[src/rtl/int_ctrl.sv]
// int_ctrl: nested interrupt controller with edge-detected external requests.
// Optional INT_SYNC_EN adds a two-flop synchronizer on irq.
module int_ctrl #(
  parameter int W        = 8,
  parameter int EXT_BASE = 2
) (
  input  logic                clk,
  input  logic                reset,
  input  logic [W-EXT_BASE-1:0] irq,
  input  logic                mask_we,
  input  logic [W-1:0]        mask_d,
  input  logic [W-1:0]        s_calli,
  input  logic [W-1:0]        s_reti,
  output logic [W-1:0]        min_bit_s,
  output logic [W-1:0]        min_bit_a,
  output logic [W-1:0]        int_a,
  output logic [W-1:0]        pending_o
);

  localparam int NEXT = W - EXT_BASE;
  localparam logic [W-1:0] INT_ONES =
    {{NEXT{1'b0}}, {EXT_BASE{1'b1}}};
  localparam logic [W-1:0] ONE =
    {{(W-1){1'b0}}, 1'b1};

  function automatic logic [W-1:0] low_bit(
    input logic [W-1:0] x
  );
    return x & (~x + ONE);
  endfunction

  logic [NEXT-1:0] q;
  logic [NEXT-1:0] prev_q, prev_d;
  logic [W-1:0]    edge_v;
  logic [W-1:0]    pend_q, pend_d;
  logic [W-1:0]    act_q, act_d;
  logic [W-1:0]    en_q, en_d;

`ifdef INT_SYNC_EN
  logic [NEXT-1:0] s1_q, s2_q;

  always_ff @(posedge clk or posedge reset) begin
    if (reset) begin
      s1_q <= '0;
      s2_q <= '0;
    end else begin
      s1_q <= irq;
      s2_q <= s1_q;
    end
  end

  assign q = s2_q;
`else
  // irq must be synchronous to clk in this build
  assign q = irq;
`endif

  always_comb begin
    prev_d = q;
    edge_v = {q & ~prev_q, {EXT_BASE{1'b0}}};
    pend_d = (pend_q & ~s_calli) | edge_v;
    act_d  = (act_q & ~s_reti) | s_calli;
    en_d   = en_q;
    if (mask_we) en_d = mask_d | INT_ONES;
  end

  always_ff @(posedge clk or posedge reset) begin
    if (reset) begin
      prev_q <= '0;
      pend_q <= '0;
      act_q  <= '0;
      en_q   <= INT_ONES;
    end else begin
      prev_q <= prev_d;
      pend_q <= pend_d;
      act_q  <= act_d;
      en_q   <= en_d;
    end
  end

  // Outputs depend on registers only, so s_calli may be fed from min_bit_s
  assign min_bit_s = low_bit(pend_q & en_q);
  assign min_bit_a = low_bit(act_q);
  assign int_a     = act_q;
  assign pending_o = pend_q;

endmodule

[config.mk]
export PLATFORM = sky130hd
export DESIGN_NAME = int_ctrl
export DESIGN_NICKNAME = d
export VERILOG_FILES = /design/src/rtl/int_ctrl.sv
export SDC_FILE = /design/constraint.sdc
export NUM_CORES = 1
export LEC_CHECK = 0
export BUFFER_PORTS_ARGS = -buffer_cell sky130_fd_sc_hd__buf_2
export CAP_MARGIN = 20
export CORE_MARGIN = 10
export CORE_UTILIZATION = 45
export CTS_CLUSTER_DIAMETER = 200
export CTS_CLUSTER_SIZE = 24
export DETAILED_ROUTE_END_ITERATION = 8
export PLACE_DENSITY = 0.86
export SKIP_LAST_GASP = 1
export SLEW_MARGIN = 25
export SYNTH_ARGS = -nofsm -noshare
export SYNTH_HDL_FRONTEND = slang
export SYNTH_SLANG_ARGS = --single-unit
[constraint.sdc]
create_clock -name clk -period 5.2 [get_ports clk]
set_clock_uncertainty 0.1 [all_clocks]
set_input_delay 1.3 -clock clk [delete_from_list [all_inputs] [get_ports clk]]
set_output_delay 1.3 -clock clk [all_outputs]
set_load 0.005 [all_outputs]
# Yosys cells after proc, flatten, opt, wreduce, memory -nomap -nowiden

Cells that the tools add are included.
Widths: inputs -> output; s select.

Bits in registers: 28
Bits in latches: 0
Bits in writable memories: 0
Memory bits (read-only): 0
Bits of input ports: 33
Output and inout bits: 32
Word-level logic and storage cells: 19
Memories kept: 0

$add $sub $neg: 2
Multiply operators: 0
Divide/modulo/power cells: 0
$lt $le $gt $ge: 0
Eq/ne operators: 0
Shifts and indexed selects: 0
Muxes and demuxes: 0
Bitwise logic cells: 13
Reductions and logical operators: 0

Operators by type and width:

| kind                | count |
|---|---|
| $and 8x8->8         | 5 |
| $not 8->8           | 4 |
| $add 8x1->8 const B | 2 |
| $or 8x8->8          | 2 |
| $and 6x6->6         | 1 |
| $not 6->6           | 1 |

# Longest topological paths before layout

Depth in word-level cells: 4
Gate-level depth with buffers: 3

# Worst setup path after synthesis

No wires, ideal clock.

Kind: flip-flop to output port
From: register act_q[0] (netlist: int_a[0])
To: output min_bit_a[7]
Arrival: 1.404 ns
Data required time: 3.800 ns
Path slack: 2.396 ns
Cell stages (with the launch flop): 4
Path buffers: 0
Cell sequence: dfrtp_1 > or3_4 > or3_4 > nor4b_2

Longest elaborated chain between the ends: 3

RTL lines:

| what                   | RTL line | RTL |
|---|---|---|
| from (decl)            | 36       | `logic [W-1:0] act_q, act_d;` |
| from (signal assigned) | 76       | `act_q <= act_d;` |
| $not 8->8              | 29       | `return x & (~x + ONE);` |
| $add 8x1->8            | 29       |  |
| $and 8x8->8            | 29       |  |
| to (decl)              | 15       | `output logic [W-1:0] min_bit_a,` |

No other way between the ends.

# Worst setup path after layout

Same ends and word-level chain as after synthesis.

==> impl_metrics.py <==
metrics = {
    "outcome": {
        "status": "completed",
    },
    "synth": {
        "synth_top_area_share_pct": 61.9,
        "synthSimpleGateAreaFrac_pct": 14.1,
        "yosysTopAreaCell": "dfrtp_1",
        "synth_fa_ha_area_share_pct": 0,
        "ys_warn_count": 0,
        "syn_avg_cell_area_um2": 11.4,
        "synthCells": 99,
        "synth_top_family_by_area": "simple AND/OR/NAND/NOR gates",
        "synth-compound-area-share_pct": 9.39,
        "synth_nets": 132,
        "muxShareOfSynthArea_pct": 5.97,
        "synth_area_mm2": 0.00113,
        "synth_xor_area_share_pct": 0,
        "synth_area_leaders": "dfrtp_1 62%, inv_1 7.0%, mux2_2 6.0%",
        "ys_types": 20,
        "ys_seq_area_share_pct": 61.9,
        "ys_seq_elements": 28,
    },
    "placement": {
        "place_ws_ns": 2.24,
        "hpwl_um": 2440,
        "port-buffer-count": 62,
        "gp_congestion": 0.826,
    },
    "cts": {
        "cts_buffers": 3,
        "clkTransAtPathRegs_ns": 0.13,
        "clock-root-buffer": "clkbuf_4",
        "cts_sinks": 28,
        "cts_tree": "built",
        "cts_hold_buffers": 0,
        "h-tree-depth": 1,
        "cts_resized": 0,
        "insertion_delay_ns": 0.30,
        "cts.path.max_buffers": 2,
        "postCtsSetupRepairBufs": 0,
    },
    "global_route": {
        "grt_pass1_wl_um": 4750,
        "grt-ovfl-total": 0,
        "globalRouteTotalUtil_pct": 11.9,
        "grt_antenna_before_repair": 0,
        "grt_start_max_net_pins": 29,
        "grt_pass1_vias": 959,
    },
    "min_path": {
        "min_path_cells": 1,
        "hold_path.class": "flop to flop",
    },
    "drt": {
        "drc": 0,
        "viasPerCell": 4.74,
        "num_vias": 905,
        "drt_iter0_drc": 18,
        "detail_route.wl_per_cell_um": 15.2,
        "firstDrtPassIters": 4,
        "ant_nets": 0,
        "routed_wirelength_um": 2900,
    },
    "worst_setup_path": {
        "cp_max_fo": 6,
        "worst-endpoint-required_ns": 3.80,
        "worst_setup_path_end_kind": "output port",
        "r2r_cells": 1,
        "critPathKind": "flop to output port",
        "cp-start-kind": "flop",
        "crit_arrival_ns": 1.92,
    },
    "floorplan": {
        "io_pins": 65,
        "die_h_um": 70.2,
        "rows": 18,
        "die-area_mm2": 0.00492,
        "core_mm2": 0.00243,
        "die-width_um": 70.2,
        "start_util_pct": 46.6,
    },
    "sta": {
        "totalNegativeSetupSlack_ns": 0,
        "layout_setup_ws_ns": 1.88,
        "finalCritPeriodShare_pct": 63.8,
        "finalHoldViolCount": 0,
        "period_needed_ns": 3.32,
        "rsz0062_at_grt": "false",
        "worstMarginPinSlew_ns": 0.573,
        "max_slew_margin_pct": 61.7,
        "setup_viol": 0,
        "finalMaxSlewViolations": 0,
        "fmax_ghz": 0.302,
    },
    "final_layout": {
        "syn2layout_area_growth_pct": 31.0,
        "fill_cells": 212,
        "regArea_um2": 701,
        "multi_input_area_um2": 334,
        "final_nets": 196,
        "antenna_cells": 0,
        "drive_gt1_share_pct": 47.2,
    },
    "pwr": {
        "p_int_mw": 0.291,
        "switching_share_pct": 24.5,
        "combPwrFrac_pct": 15.3,
        "clockPowerShare_pct": 21.2,
        "seq_power_share_pct": 63.5,
        "p_leak_nw": 0.849,
        "power_density_mw_per_mm2": 260,
        "p_sw_mw": 0.0947,
        "ir_worst_vdd_mv": 0.173,
    },
    "job": {
        "maxCapViolCount": 0,
    },
}
[cell families after synthesis]
family	count (synthesis)
flip-flops	28
AND/OR/NAND/NOR	26
buffers and inverters	24
AO/OA/AOI/OAI	15
multiplexers	6
[synthesized netlist by cell type]
cell type,count
dfrtp_1,28
inv_1,21
clkbuf_1,1
buf_4,2
nor2_1,4
a21o_2,1
a211oi_1,1
nand2_1,6
o21bai_1,2
nand3_1,2
nor4b_2,1
nor3b_1,5
mux2_2,6
a21o_1,5
and2b_1,1
nor2b_1,3
or3_4,2
o22ai_1,6
and3_1,1
nor3_1,1
[layout make-up]
type                            instances  share of cell area, %
Tap cell                               30                   2.53
Inverter                               21                   5.31
Multi-Input combinational cell         47                   22.5
Sequential cell                        28                   47.2
Timing Repair Buffer                   62                   20.9
Clock buffer                            3                   1.52
[final timing paths]
kind / start / end / slack (ns)
hold / removal: prev_q[4] / pending_o[6] / 0.32
setup / recovery: int_a[0] / min_bit_a[7] / 1.88
hold reg to reg: prev_q[4] / pending_o[6] / 0.32
max in group asynchronous: reset / int_a[7] / 3.69
setup reg to reg: en_q[2] / en_q[2] / 4.31
min in group asynchronous: reset / int_a[3] / 0.93
[routing by layer]
layer / GRT usage (%) / up-vias / wire [um]
li1: - / 444 / -
met1: 12.0 / 422 / 1060
met2: 21.3 / 33 / 1550
met3: 3.81 / 6 / 213
met4: 5.92 / 0 / 74
met5: 0 / - / 0
[stage by stage]
step	cells	cell area, um2	power, mW	util [%]	hold slack (ns)
after CTS	191	1480	0.392	61.0	0.324
final	191	1480	0.386	61.0	0.323
after detailed placement	188	1460	0.310	60.1	0.305
after global routing	191	1480	0.408	61.0	0.335
after global placement	188	1460	0.305	60.1	0.302
after floorplan	99	1130	0.276	-	0.299
[flip-flops by register name, indices dropped and copies added (netlist names)]
signal     flops
en_q           6
int_a          8
pending_o      8
prev_q         6
[critical path, stage by stage, from the launching register on]
cell	delay, ns
dfrtp_1	0.45
or3_4	0.40
or3_4	0.35
nor4b_2	0.25
buf_2	0.15
[power groups by stage]
stage | combinational, mW | sequential (mW) | clock (mW)
after global placement | 0.0574 | 0.248 | 0
after detailed placement | 0.0604 | 0.249 | 0
after CTS | 0.0608 | 0.245 | 0.0865
after global routing | 0.0671 | 0.248 | 0.0935
after floorplan | 0.0283 | 0.247 | 0
final | 0.0590 | 0.245 | 0.0819
[cell usage in the layout (no fill, tap or decap)]
master and n:
nand2_1 6, nand3_1 2, a21o_2 1, nor3b_1 5
or3_4 2, nor3_1 1, nor2_1 4, buf_2 62
inv_1 20, clkbuf_4 3, and2b_1 1, o22ai_1 6
nor2b_1 3, a21o_1 5, o21bai_1 2, mux2_2 6
and3_1 1, inv_2 1, a211oi_1 1, nor4b_2 1
dfrtp_1 28
Note: power is estimated with default switching activity, not from simulation.
